### config.mk
export PLATFORM = sky130hd
export DESIGN_NAME = fsk_tone_ctrl
export DESIGN_NICKNAME = d
export VERILOG_FILES = /design/src/rtl/fsk_pkg.sv /design/src/rtl/fsk_tone_div.sv /design/src/rtl/fsk_tone_ctrl.sv
export SDC_FILE = /design/constraint.sdc
export NUM_CORES = 1
export LEC_CHECK = 0
export CORE_MARGIN = 10
export CORE_UTILIZATION = 55
export DETAILED_ROUTE_END_ITERATION = 16
export PLACE_DENSITY = 0.72
export SLEW_MARGIN = 20
export SYNTH_ARGS = -nofsm -noshare
export SYNTH_HDL_FRONTEND = slang
export SYNTH_SLANG_ARGS = --single-unit
export TNS_END_PERCENT = 100
### constraint.sdc
create_clock -name clk -period 2.6 [get_ports clk]
set_input_delay 0.78 -clock clk [delete_from_list [all_inputs] [get_ports clk]]
set_output_delay 0.78 -clock clk [all_outputs]
set_load 0.02 [all_outputs]
### src/rtl/fsk_pkg.sv
// Shared definitions for the FSK tone controller.
// Holds the scheduler state type, the default rate and symbol constants,
// and a helper that picks the half-period terminal count for a bit value.
package fsk_pkg;

    // Scheduler states: no symbol on air, or a symbol being transmitted.
    typedef enum logic [0:0] {
        FSK_IDLE = 1'b0,
        FSK_TONE = 1'b1
    } fsk_state_e;

    localparam int FSK_MARK_DIV   = 32'sd8;
    localparam int FSK_SPACE_DIV  = 32'sd16;
    localparam int FSK_SYM_CYCLES = 32'sd1024;

    // Terminal value of the half-period counter for the given bit.
    // A mark (1) uses the mark half-period, a space (0) the space half-period.
    function automatic int fsk_half_last(input logic cur_bit,
                                         input int   mark_div,
                                         input int   space_div);
        int div_v;
        if (cur_bit) begin
            div_v = mark_div;
        end else begin
            div_v = space_div;
        end
        return div_v - 32'sd1;
    endfunction

endpackage

### src/rtl/fsk_tone_div.sv
// Half-period divider for the FSK tone.
// Counts clock cycles up to a programmable terminal value and toggles the
// tone flop each time the terminal value is reached. A clear forces the
// tone low and restarts the count; a load restarts the count but keeps
// the tone level, so consecutive symbols stay phase continuous.
module fsk_tone_div
    import fsk_pkg::*;
#(
    parameter int DIV_W = 8
) (
    input  logic             clk,
    input  logic             rst_n,
    input  logic             i_en,
    input  logic             i_clr,
    input  logic             i_load,
    input  logic [DIV_W-1:0] i_div_last,
    output logic             o_tone_out
);

    logic [DIV_W-1:0] r_half_cnt;
    logic             r_tone;
    logic             w_at_term;

    // Detect the last cycle of the current half-period.
    always_comb begin
        w_at_term = 1'b0;
        if (r_half_cnt == i_div_last) begin
            w_at_term = 1'b1;
        end else begin
            w_at_term = 1'b0;
        end
    end

    // Half-period counter and tone flop; toggle rule applies even on load.
    always_ff @(posedge clk or negedge rst_n) begin
        if (!rst_n) begin
            r_half_cnt <= {DIV_W{1'b0}};
            r_tone     <= 1'b0;
        end else if (i_clr) begin
            r_half_cnt <= {DIV_W{1'b0}};
            r_tone     <= 1'b0;
        end else if (i_en) begin
            if (w_at_term) begin
                r_half_cnt <= {DIV_W{1'b0}};
                r_tone     <= ~r_tone;
            end else if (i_load) begin
                r_half_cnt <= {DIV_W{1'b0}};
            end else begin
                r_half_cnt <= r_half_cnt + DIV_W'(1'b1);
            end
        end else if (i_load) begin
            r_half_cnt <= {DIV_W{1'b0}};
        end else begin
            r_half_cnt <= r_half_cnt;
        end
    end

    assign o_tone_out = r_tone;

endmodule

### src/rtl/fsk_tone_ctrl.sv
// FSK symbol scheduler.
// Accepts one data bit per symbol over a valid/ready handshake, holds it
// for SYM_CYCLES clocks and drives the tone divider at the mark or space
// rate for that bit. A ready is offered in IDLE and on the final cycle of
// a symbol, which lets a waiting source chain symbols with no gap.
// Abort acts as a synchronous soft reset of the scheduler.
module fsk_tone_ctrl
    import fsk_pkg::*;
#(
    parameter int MARK_DIV   = FSK_MARK_DIV,
    parameter int SPACE_DIV  = FSK_SPACE_DIV,
    parameter int DIV_W      = 8,
    parameter int SYM_CYCLES = FSK_SYM_CYCLES,
    parameter int SYM_W      = 12
) (
    input  logic clk,
    input  logic rst_n,
    input  logic i_bit_valid,
    input  logic i_bit_data,
    output logic o_bit_ready,
    input  logic i_abort,
    output logic o_tone_out,
    output logic o_tone_en,
    output logic o_sym_strobe,
    output logic o_busy
);

    localparam logic [SYM_W-1:0] SYM_LAST = SYM_W'(SYM_CYCLES - 32'sd1);

    fsk_state_e       r_state;
    logic             r_cur_bit;
    logic [SYM_W-1:0] r_sym_cnt;
    logic             r_tone_en;
    logic             r_busy;
    logic             r_sym_strobe;

    logic             w_last;
    logic             w_ready;
    logic             w_accept;
    logic             w_div_clr;
    logic             w_div_en;
    logic [SYM_W-1:0] w_sym_next;
    logic [DIV_W-1:0] w_div_last;

    // Handshake and symbol-boundary decode.
    always_comb begin
        w_last   = 1'b0;
        w_ready  = 1'b0;
        w_accept = 1'b0;
        if ((r_state == FSK_TONE) && (r_sym_cnt == SYM_LAST)) begin
            w_last = 1'b1;
        end else begin
            w_last = 1'b0;
        end
        if (!i_abort && ((r_state == FSK_IDLE) || w_last)) begin
            w_ready = 1'b1;
        end else begin
            w_ready = 1'b0;
        end
        w_accept = i_bit_valid && w_ready;
    end

    // Divider control: run while a symbol is on air, clear when it stops.
    always_comb begin
        w_div_en  = 1'b0;
        w_div_clr = 1'b0;
        if (r_state == FSK_TONE) begin
            w_div_en = 1'b1;
        end else begin
            w_div_en = 1'b0;
        end
        if (i_abort || (w_last && !w_accept)) begin
            w_div_clr = 1'b1;
        end else begin
            w_div_clr = 1'b0;
        end
    end

    assign w_sym_next = r_sym_cnt + SYM_W'(1'b1);
    assign w_div_last = DIV_W'(fsk_half_last(r_cur_bit, MARK_DIV, SPACE_DIV));

    // Scheduler FSM, symbol counter and end-of-symbol strobe.
    always_ff @(posedge clk or negedge rst_n) begin
        if (!rst_n) begin
            r_state      <= FSK_IDLE;
            r_cur_bit    <= 1'b0;
            r_sym_cnt    <= {SYM_W{1'b0}};
            r_tone_en    <= 1'b0;
            r_busy       <= 1'b0;
            r_sym_strobe <= 1'b0;
        end else if (i_abort) begin
            r_state      <= FSK_IDLE;
            r_sym_cnt    <= {SYM_W{1'b0}};
            r_tone_en    <= 1'b0;
            r_busy       <= 1'b0;
            r_sym_strobe <= 1'b0;
        end else if (w_accept) begin
            r_state      <= FSK_TONE;
            r_cur_bit    <= i_bit_data;
            r_sym_cnt    <= {SYM_W{1'b0}};
            r_tone_en    <= 1'b1;
            r_busy       <= 1'b1;
            r_sym_strobe <= 1'b0;
        end else if (w_last) begin
            r_state      <= FSK_IDLE;
            r_sym_cnt    <= {SYM_W{1'b0}};
            r_tone_en    <= 1'b0;
            r_busy       <= 1'b0;
            r_sym_strobe <= 1'b0;
        end else if (r_state == FSK_TONE) begin
            r_sym_cnt    <= w_sym_next;
            r_sym_strobe <= (w_sym_next == SYM_LAST);
        end else begin
            r_sym_strobe <= 1'b0;
        end
    end

    fsk_tone_div #(
        .DIV_W(DIV_W)
    ) u_div (
        .clk        (clk),
        .rst_n      (rst_n),
        .i_en       (w_div_en),
        .i_clr      (w_div_clr),
        .i_load     (w_accept),
        .i_div_last (w_div_last),
        .o_tone_out (o_tone_out)
    );

    assign o_bit_ready  = w_ready;
    assign o_tone_en    = r_tone_en;
    assign o_busy       = r_busy;
    assign o_sym_strobe = r_sym_strobe;

endmodule

==> flow_metrics.py <==
metrics = {
    "cells_and_area": {
        "fillCellCount": 198,
        "final_cell_area_um2": 1680,
        "final_nets": 177,
        "utilization_pct": 67.3,
        "area_growth_pct": 16.2,
        "diodes": 0,
        "stdcell_count": 198,
        "post_route_cells_drive_above_1_share_pct": 16.7,
    },
    "clock_network": {
        "ctsResizeCount": 4,
        "hold_buffers": 0,
        "ctsHtreeMaxLevel": 1,
        "cts_root_buffer": "clkbuf_4",
        "cts.path.max_buffers": 2,
        "clk_pin_slew_ps": 130,
        "cts_tree": "yes",
        "clock-sinks": 24,
        "clk_latency_ps": 320,
        "numCtsBuffers": 3,
        "postCtsSetupBuffers": 0,
    },
    "global_route": {
        "grt_pass1_wl_mm": 5.26,
        "grt_pass1_vias": 1204,
        "track_usage_pct": 12.3,
        "grt_max_degree": 25,
        "antenna_found_initial": 0,
        "gr-total-overflow": 0,
    },
    "floorplan": {
        "die_height_um": 71.3,
        "io_pins": 10,
        "std_cell_rows": 18,
        "die-width_um": 71.3,
        "dieArea_um2": 5080,
        "core_um2": 2500,
        "initial_core_util_pct": 57.9,
    },
    "setup_path": {
        "arrival_ps": 1700,
        "worstPathCellList": "or2_2 -> o41ai_4 -> nor2b_1 -> buf_2",
        "cp_max_fo": 2,
        "cp-end-kind": "primary output",
        "slowest_stage": "dfrtp_1",
        "max_stage_delay_ps": 390,
        "required_ps": 1820,
        "cp_top_family": "simple AND/OR/NAND/NOR gates",
        "worstSetupPathType": "flip-flop to primary output",
        "path_buf_inv": 1,
        "start_kind": "flip-flop",
    },
    "timing": {
        "fin_skew_ps": 1.31,
        "hold_ws_ps": 558,
        "final_max_slew_viol_count": 0,
        "clock.fmax_ghz": 0.403,
        "setup_tns_ps": 0,
        "period_minus_slack_ps": 2480,
        "max_slew_margin_pct": 73.0,
        "post-route-period-util_pct": 95.3,
        "rsz0062_at_grt": "no",
        "finalHoldViolations": 0,
        "setup_violations": 0,
        "fin_ws_ps": 121,
        "tightestPinTransition_ps": 402,
    },
    "logic_synthesis": {
        "syn_inst": 147,
        "syn_nets": 155,
        "synth_mux_area_share_pct": 2.94,
        "yosysWarnings": 0,
        "synth_enable_flop_cells": 0,
        "synth-seq-area-share_pct": 41.5,
        "synth_top_family_by_area": "simple AND/OR/NAND/NOR gates",
        "synth-seq-cells": 24,
        "synth_commonest_cells": "dfrtp_1 (24), nor2_1 (14), nand2_1 (11), nand3_1 (7)",
        "synthSimpleGateAreaFrac_pct": 27.8,
        "synth_area_leaders": "dfrtp_1 (41%), nor2_1 (3.6%), xor2_1 (3.6%)",
        "synth_ff_type": "dfrtp_1",
        "synth_cell_types": 49,
        "synth-compound-area-share_pct": 13.8,
        "synth.largest_area_cell": "dfrtp_1",
        "synth.most_common_cell": "dfrtp_1",
        "ys_async_sr_fraction_pct": 100,
        "avgSynthCellArea_um2": 9.85,
        "synthXorXnorAreaFrac_pct": 6.66,
        "synth_area_um2": 1450,
        "yosysTopAreaCellShare_pct": 41.5,
        "yosys.area_share.adder_pct": 2.59,
    },
    "place": {
        "pre_cts_slack_ps": -187,
        "dp_hpwl_mm": 2.28,
        "dpl_cell_area_um2": 1650,
        "dp_cells": 194,
        "gp_congestion": 0.862,
        "port_buffers": 9,
    },
    "run_status": {
        "status": "complete, no violations",
    },
    "pwr": {
        "ir_drop_mv": 0.325,
        "power_mw": 0.666,
        "power_leakage_nw": 0.766,
        "power_density_nw_per_um2": 396,
    },
    "route": {
        "postRouteAntennaNets": 0,
        "vias": 1190,
        "drt_iter0_markers": 101,
        "avgRoutedWirePerCell_um": 15.3,
        "routed_wl_mm": 3.02,
        "drc_errors": 0,
        "dr.pass1.iters": 4,
        "vias_per_cell": 6.01,
    },
    "job": {
        "drv_cap": 0,
    },
    "worst_hold_path": {
        "hp-class": "flip-flop to flip-flop",
    },
}
==> layout make-up <==
cell class / instances / area, um2 / share of cell area, %
multi-input combinational: 109 / 779 / 46.4
sequential: 24 / 601 / 35.7
timing repair buffer: 25 / 205 / 12.2
tap: 30 / 37.5 / 2.23
clock buffer: 4 / 36.3 / 2.16
inverter: 6 / 22.5 / 1.34
==> power breakdown <==
group	total, mW	switching, mW	internal (mW)
Clock	0.196	0.110	0.0857
Combinational	0.0833	0.0472	0.0361
Sequential	0.387	0.00623	0.380
Total	0.666	0.164	0.502
==> cell usage in the layout, fill, tap and decap left out, types with 2 or more instances in the layout <==
cell and n:
xor2_1 6, ha_1 3, buf_4 16, mux2_2 2, mux2i_1 2, nor2_1 14
nor4b_1 3, a21o_1 3, nor3b_1 3, a21oi_1 4, dfrtp_1 24, o21ai_0 5
and4_1 3, nand3b_1 2, nor3_1 4, nor4_1 3, clkbuf_4 3, xnor2_1 5
nand2_1 11, nand4_1 2, nor2b_1 2, clkdlybuf4s50_1 8, nand3_1 7, inv_1 6
==> final timing paths <==
kind                       cells past startpoint  slack (ps)                      start                               to
min reg2reg                                    1         560      r_cur_bit$_DFFE_PN0P_            r_cur_bit$_DFFE_PN0P_
min in group asynchronous                      2         800                      rst_n  u_div.r_half_cnt[7]$_DFFE_PN0P_
min                                            1         560      r_cur_bit$_DFFE_PN0P_            r_cur_bit$_DFFE_PN0P_
max reg2reg                                    5         720  r_sym_cnt[11]$_DFFE_PN0P_         r_sym_cnt[5]$_DFFE_PN0P_
max in group asynchronous                      2        1570                      rst_n         r_sym_cnt[1]$_DFFE_PN0P_
max                                            4         120  r_sym_cnt[11]$_DFFE_PN0P_                      o_bit_ready
==> cells by family (layout without fill, tap and decap cells) <==
logic type,count (synthesis),in the layout
flip-flops,24,24
XOR/XNOR,11,11
AND/OR/NAND/NOR,66,66
adder cells (fa/ha/maj),3,3
multiplexers,4,4
buffers and inverters,14,35
AO/OA/AOI/OAI,25,25
==> layer usage <==
layer  vias up  part of all wire [%]  global-route usage [%]
li1        580                     -                       -
met1       580                    44                    14.0
met2        24                    50                    21.3
met3         6                   4.0                    2.34
met4         0                   1.7                    6.67
met5         -                     0                       0
==> registers in the layout (all words and copies together) (netlist names) <==
register / cells
u_div.r_half_cnt: 8
o_sym_strobe: 1
o_busy: 1
r_cur_bit: 1
r_sym_cnt: 12
u_div.o_tone_out: 1
(Power assumes the default switching activity.)
